===== src/rtl/mem_arbiter.sv =====
// mem_arbiter: shares one synchronous memory port between the I-cache
// (line reads) and the D-cache (line reads and write-backs). It runs one
// whole-line transaction at a time and alternates between I and D sides
// whenever both are waiting.
module mem_arbiter #(
    parameter int ADDR_W = 32,
    parameter int LINE_W = 128
) (
    input  logic              clk,
    input  logic              reset,
    // I-cache read port
    input  logic              ic_read_req,
    input  logic [ADDR_W-1:0] ic_read_addr,
    output logic              ic_read_ack,
    output logic [LINE_W-1:0] ic_read_data,
    // D-cache read port
    input  logic              dc_read_req,
    input  logic [ADDR_W-1:0] dc_read_addr,
    output logic              dc_read_ack,
    output logic [LINE_W-1:0] dc_read_data,
    // D-cache write-back port
    input  logic              dc_write_req,
    input  logic [ADDR_W-1:0] dc_write_addr,
    input  logic [LINE_W-1:0] dc_write_data,
    output logic              dc_write_ack,
    // memory port
    output logic              mem_enable,
    output logic              mem_rw,
    input  logic              mem_ack,
    output logic [ADDR_W-1:0] mem_addr,
    input  logic [LINE_W-1:0] mem_data_in,
    output logic [LINE_W-1:0] mem_data_out
);

    typedef enum logic [2:0] {IDLE, IC_RD, DC_RD, DC_WR, RESP} state_t;

    state_t state;
    logic   last_grant_dc;
    logic   d_req;
    logic   grant_i;

    // I wins when it is alone, or when D had the previous grant
    always_comb begin
        d_req   = dc_write_req | dc_read_req;
        grant_i = ic_read_req & (~d_req | last_grant_dc);
    end

    // Transaction sequencer: grant in IDLE, hold the memory request until
    // mem_ack, pulse the matching ack for one RESP cycle, then re-arbitrate.
    always_ff @(posedge clk or posedge reset) begin
        if (reset) begin
            state         <= IDLE;
            last_grant_dc <= 1'b0;
            ic_read_ack   <= 1'b0;
            ic_read_data  <= '0;
            dc_read_ack   <= 1'b0;
            dc_read_data  <= '0;
            dc_write_ack  <= 1'b0;
            mem_enable    <= 1'b0;
            mem_rw        <= 1'b0;
            mem_addr      <= '0;
            mem_data_out  <= '0;
        end else begin
            case (state)
                IDLE: begin
                    if (grant_i) begin
                        state         <= IC_RD;
                        last_grant_dc <= 1'b0;
                        mem_enable    <= 1'b1;
                        mem_rw        <= 1'b0;
                        mem_addr      <= ic_read_addr;
                        mem_data_out  <= '0;
                    end else if (d_req) begin
                        // write-back goes ahead of a pending D read
                        last_grant_dc <= 1'b1;
                        mem_enable    <= 1'b1;
                        if (dc_write_req) begin
                            state        <= DC_WR;
                            mem_rw       <= 1'b1;
                            mem_addr     <= dc_write_addr;
                            mem_data_out <= dc_write_data;
                        end else begin
                            state        <= DC_RD;
                            mem_rw       <= 1'b0;
                            mem_addr     <= dc_read_addr;
                            mem_data_out <= '0;
                        end
                    end
                end
                IC_RD, DC_RD, DC_WR: begin
                    if (mem_ack) begin
                        state      <= RESP;
                        mem_enable <= 1'b0;
                        mem_rw     <= 1'b0;
                        if (state == IC_RD) begin
                            ic_read_ack  <= 1'b1;
                            ic_read_data <= mem_data_in;
                        end else if (state == DC_RD) begin
                            dc_read_ack  <= 1'b1;
                            dc_read_data <= mem_data_in;
                        end else begin
                            dc_write_ack <= 1'b1;
                        end
                    end
                end
                RESP: begin
                    // one idle cycle lets the requester drop req before resampling
                    ic_read_ack  <= 1'b0;
                    dc_read_ack  <= 1'b0;
                    dc_write_ack <= 1'b0;
                    state        <= IDLE;
                end
                default: state <= IDLE;
            endcase
        end
    end

endmodule


===== config.mk =====
export PLATFORM = sky130hd
export DESIGN_NAME = mem_arbiter
export DESIGN_NICKNAME = d
export VERILOG_FILES = /design/src/rtl/mem_arbiter.sv
export SDC_FILE = /design/constraint.sdc
export NUM_CORES = 1
export LEC_CHECK = 0
export CAP_MARGIN = 20
export CORE_AREA = 2 2 304 306
export DETAILED_ROUTE_END_ITERATION = 6
export DIE_AREA = 0 0 306 308
export GPL_ROUTABILITY_DRIVEN = 0
export MAX_ROUTING_LAYER = met4
export SLEW_MARGIN = 10
export SYNTH_ARGS = -nofsm -noshare
export SYNTH_HDL_FRONTEND = slang
export SYNTH_SLANG_ARGS = --single-unit
export TNS_END_PERCENT = 20

===== constraint.sdc =====
create_clock -name clk -period 13.45 [get_ports clk]
set_input_delay 2.69 -clock clk [delete_from_list [all_inputs] [get_ports clk]]
set_output_delay 2.69 -clock clk [all_outputs]
set_load 0.005 [all_outputs]

### Word-level counts from Yosys, hierarchy flattened

Cells that the tools add are included.

* equal/unequal tests: 10
* bitwise gates (word level): 5
* reduce and logical (&&, ||, !) cells: 13
* muxes and demuxes: 31

Operators by type and width (count)
* $mux 128: 3
* $mux 32: 3
* $mux 1: 16
* $reduce_and 4->1: 3
* $ne 2x2->1 const B: 5
* $pmux 1 s2: 5
* $mux 3: 3
* $reduce_and 3->1: 3
* $eq 3x2->1 const B: 2
* $pmux 3 s2: 1
* $reduce_bool 2->1: 3
* $reduce_and 2->1: 2
* $eq 3x1->1 const B: 1
* $eq 3x3->1 const B: 1
* $logic_not 3->1: 1
* $ne 3x3->1 const B: 1
* $reduce_or 3->1: 1
* $not 1->1: 2
* $or 1x1->1: 2
* $and 1x1->1: 1

* register bits after elaboration: 425
* word-level logic and storage cells: 70
* output and inout port bits: 421

### Longest topological paths before layout

* word-level depth: 6
* depth in mapped cells: 7
* mapped depth without buffers: 3

### Worst setup path before layout

Ideal clock, no wire load.

* kind: input -> register
* start point: in dc_write_req
* end point: reg last_grant_dc
* arrival time: 3.840 ns
* stages on the path: 6
* path buffers: 3
* setup slack: 9.485 ns
* path through: buf_6 or3_1 buf_2 and2_4 buf_6 mux2_4

* cells in the longest elaborated chain, start to end: 6
* elaborated cells on any way between the ends: 7
* those cells by class: mux: 1; bitwise: 4; reduce/logical: 2

Ends and longest elaborated chain
* from (decl): line 22 `input logic dc_write_req,`
* $or 1x1->1 *: line 44 `d_req = dc_write_req | dc_read_req;`
* $not 1->1: line 45 `grant_i = ic_read_req & (~d_req | last_grant_dc);`
* $or 1x1->1: line 45
* $and 1x1->1: line 45
* $reduce_bool 2->1 (no source line)
* $reduce_and 2->1 (no source line)
* to (signal assigned): line 53 `last_grant_dc <= 1'b0;`
* to (signal assigned): line 68 `last_grant_dc <= 1'b0;`
* to (signal assigned): line 75 `last_grant_dc <= 1'b1;`
* to (decl): line 38 `logic last_grant_dc;`

Every way passes the cells marked *; elsewhere a longest branch is shown, timed or not.
A chain may end at the register's enable or synchronous reset.

### Final worst setup path

* start point: in ic_read_req
* end point: reg mem_data_out[80]

* cells in the longest elaborated chain, start to end: 3
* elaborated cells on any way between the ends: 4
* those cells by class: mux: 1; bitwise: 1; reduce/logical: 2

Ends and longest elaborated chain
* from (decl): line 12 `input logic ic_read_req,`
* $and 1x1->1 *: line 45
* $reduce_bool 2->1 (no source line)
* $reduce_and 2->1 (no source line)
* to (signal assigned): line 81 `mem_data_out <= dc_write_data;`
* to (decl): line 32 `output logic [LINE_W-1:0] mem_data_out`

Marks and branches as above.

==> load_flow_metrics.sql <==
INSERT INTO impl_metrics (metric_group, metric, value, unit) VALUES
('status', 'status', 'completed', ''),
('sta', 'clock_skew', '24.8', 'ps'),
('critical_path', 'crit_path_end_kind', 'register', ''),
('sta', 'post-route-period-util', '0.451', ''),
('sta', 'timing.final.setup_violations', '0', ''),
('sta', 'total_count_of_max_transition_violations_in_the_final_report', '0', ''),
('sta', 'grt_setup_unrepaired', 'false', ''),
('sta', 'fmax', '165', 'MHz'),
('floorplanning', 'die-area', '94200', 'µm²'),
('final_layout', 'finalCoreUtilization', '0.309', ''),
('power_and_ir_drop', 'netSwitchingFraction', '0.319', ''),
('critical_path', 'path_max_fanout', '74', ''),
('global_routing', 'grt_max_degree', '163', ''),
('sta', 'totalNegativeSetupSlack', '0', 'ps'),
('power_and_ir_drop', 'pwr_density_cell', '215', 'nW/µm²'),
('floorplanning', 'floorplan.initialDensity', '0.192', ''),
('power_and_ir_drop', 'p_clk_frac', '0.225', ''),
('placement', 'place_hpwl', '52700', 'µm'),
('critical_path', 'critical_path_required', '13920', 'ps'),
('global_routing', 'grt_first_pass_wirelength', '100000', 'µm'),
('logic_synthesis', 'postSynthRegisterBits', '425', ''),
('clock_network', 'clock_sinks', '425', ''),
('final_layout', 'drive_above_1_share', '0.117', ''),
('logic_synthesis', 'yosys_synthesis_warning_count', '0', ''),
('sta', 'worstMarginPinSlew', '977', 'ps'),
('floorplanning', 'chipWidth', '306', 'µm'),
('detailed_routing', 'drt_wl_total', '70000', 'µm'),
('power_and_ir_drop', 'seqPwrFrac', '0.356', ''),
('floorplanning', 'placement_rows', '111', ''),
('global_routing', 'number_of_antenna_violations_at_the_first_check_in_global_routing', '51', ''),
('placement', 'placed_cells', '3247', ''),
('placement', 'place_area', '26400', 'µm²'),
('detailed_routing', 'routed-via-count', '13900', ''),
('power_and_ir_drop', 'internal_power', '4.12', 'mW'),
('clock_network', 'count_of_hold_buffers_inserted_by_post_cts_repair', '0', ''),
('sta', 'hold_violations', '0', ''),
('logic_synthesis', 'netlist_area', '17500', 'µm²'),
('logic_synthesis', 'synth-seq-area-share', '0.607', ''),
('clock_network', 'root_buffer', 'clkbuf_16', ''),
('floorplanning', 'die-height', '308', 'µm'),
('critical_path', 'worstSetupPathType', 'input pin to register', ''),
('detailed_routing', 'drt_iter0_markers', '658', ''),
('detailed_routing', 'final_antenna_net_count', '0', ''),
('critical_path', 'critical_path_data_arrival_time', '6530', 'ps'),
('logic_synthesis', 'postSynthCellCount', '1378', ''),
('logic_synthesis', 'syn_avg_cell_area', '12.7', 'µm²'),
('sta', 'hold_ws', '482', 'ps'),
('hold_path', 'hold_class', 'register to register', ''),
('power_and_ir_drop', 'vdd_drop_max', '0.174', 'mV'),
('detailed_routing', 'drt_pass1_iterations', '4', ''),
('detailed_routing', 'post-route-drc-count', '0', ''),
('logic_synthesis', 'ys_types', '33', ''),
('detailed_routing', 'wl_per_cell', '20.8', 'µm'),
('detailed_routing', 'drt-vias-per-instance', '4.12', ''),
('critical_path', 'startpoint_type', 'input pin', ''),
('run', 'drv.max_cap_violation_count', '0', ''),
('power_and_ir_drop', 'p_leak', '11.0', 'nW'),
('final_layout', 'design.final.nets', '2470', ''),
('clock_network', 'number_of_clock_buffers_inserted_by_tritoncts', '49', ''),
('final_layout', 'synthToLayoutAreaGrowth', '60.4', '%'),
('floorplanning', 'core_area', '91000', 'µm²'),
('global_routing', 'grt_remaining_overflow', '0', ''),
('clock_network', 'cts_post_setup_buffers_inserted', '0', ''),
('global_routing', 'gr-usage-all-layers', '0.147', ''),
('clock_network', 'clock_latency', '600', 'ps'),
('final_layout', 'final_area', '28100', 'µm²'),
('clock_network', 'clock_tree_from_tritoncts', 'yes', ''),
('clock_network', 'clock_path_buffers', '3', ''),
('global_routing', 'grt_pass1_vias', '14300', ''),
('clock_network', 'worst_setup_hold_path_clk_slew', '60', 'ps'),
('logic_synthesis', 'number_of_nets_produced_by_synthesis', '1736', ''),
('power_and_ir_drop', 'comb_power_share', '0.419', ''),
('sta', 'max-slew-margin-rel', '0.349', ''),
('clock_network', 'postCtsResizedCells', '0', ''),
('clock_network', 'ctsHtreeMaxLevel', '2', ''),
('placement', 'count_of_port_buffers_added_during_placement', '778', ''),
('floorplanning', 'i_o_pin_total', '779', ''),
('final_layout', 'final_cell_count_no_fill', '3365', ''),
('sta', 'post-route-min-period', '6070', 'ps'),
('power_and_ir_drop', 'total_switching_power', '1.93', 'mW');
worst paths after layout:
path / from / to / slack [ps] / cells past startpoint
max in group asynchronous: reset / dc_read_data[3] / 8650 / 4
max: ic_read_req / mem_data_out[80] / 7380 / 7
min: dc_read_data[105] / dc_read_data[105] / 480 / 1
max reg2reg: state[0] / ic_read_data[20] / 9980 / 6
min reg2reg: dc_read_data[105] / dc_read_data[105] / 480 / 1
min in group asynchronous: reset / ic_read_data[65] / 2550 / 2
per-stage QoR:
stage	power [mW]	worst slack (ps)
floorplan	3.15	5020
global placement	4.70	6790
detailed placement	4.74	6750
CTS	6.14	7430
global route	6.41	7230
finish	6.05	7380
worst max-delay path, stage by stage:
cell,delay [ps]
clkdlybuf4s50_1,450
buf_4,390
or3_4,590
and2_4,760
buf_4,830
buf_4,570
o21ai_1,120
cells in the mapped netlist, drive strengths merged:
cell / n / area [µm²]
clkbuf: 46 / 173
a22o: 2 / 17.5
inv: 131 / 492
nor2: 3 / 11.3
mux2: 257 / 2900
a32oi: 32 / 280
dfrtp: 425 / 10600
nor2b: 33 / 206
nand3: 1 / 5.00
or3: 1 / 6.26
and4bb: 1 / 12.5
buf: 73 / 473
a31oi: 34 / 413
nor3: 2 / 21.3
nand4: 128 / 801
o31ai: 1 / 7.51
a21boi: 1 / 7.51
o21ba: 1 / 10.0
o21bai: 2 / 15.0
nand2: 2 / 7.51
clkinv: 1 / 3.75
a21oi: 33 / 165
o21ai: 166 / 831
and2: 1 / 8.76
nor3b: 1 / 7.51
cell usage in the layout (no fill, tap or decap), types with 5 or more instances in the layout:
master / instances
clkbuf_16: 49
diode_2: 29
mux2_2: 108
nor2b_1: 32
a21oi_1: 33
inv_1: 130
buf_4: 23
clkdlybuf4s50_1: 778
clkbuf_1: 13
a32oi_1: 32
mux2_1: 148
clkinv_2: 5
o21ai_0: 38
dfrtp_1: 425
o21ai_1: 128
clkbuf_8: 11
a31oi_2: 32
nand4_1: 128
registers in the layout, indices dropped and copies added (netlist names):
signal and count:
dc_write_ack 1, mem_enable 1, mem_data_out 128, dc_read_ack 1, mem_addr 32, dc_read_data 128
mem_rw 1, state 3, ic_read_data 128, ic_read_ack 1, last_grant_dc 1
routing by layer:
| metal | global-route usage | up-vias | wire [µm] |
|---|---|---|---|
| li1 | - | 6426 | - |
| met1 | 0.157 | 6732 | 27300 |
| met2 | 0.244 | 603 | 33600 |
| met3 | 0.0671 | 114 | 7090 |
| met4 | 0.0424 | 0 | 2060 |
| met5 | - | - | 0 |
power by group through the flow:
| stage | clock network [mW] | registers (mW) | logic [mW] |
|---|---|---|---|
| floorplan | 0 | 2.18 | 0.980 |
| global placement | 0 | 2.16 | 2.54 |
| detailed placement | 0 | 2.18 | 2.56 |
| CTS | 1.41 | 2.16 | 2.57 |
| global route | 1.47 | 2.23 | 2.71 |
| finish | 1.36 | 2.15 | 2.53 |
kinds of logic (layout without fill, tap and decap cells):
kind of cell | after synthesis | count (layout) | synth area share
other | 0 | 29 | 0
muxes | 257 | 257 | 0.166
buffers and inverters | 251 | 1023 | 0.0652
DFF | 425 | 425 | 0.607
and+or+nand+nor | 173 | 173 | 0.0621
AOI/OAI and AO/OA | 272 | 272 | 0.0998
area by class of cell:
type | instances | area, µm²
well taps | 1186 | 1480
diodes | 29 | 72.6
inverters | 132 | 499
multi-input cells | 702 | 5760
clock inverters | 16 | 223
clock buffers | 73 | 1430
flip-flops and latches | 425 | 10600
repair buffers | 802 | 7980
fillers | 9215 | 62900
Note: power is estimated with default switching activity, not from simulation.
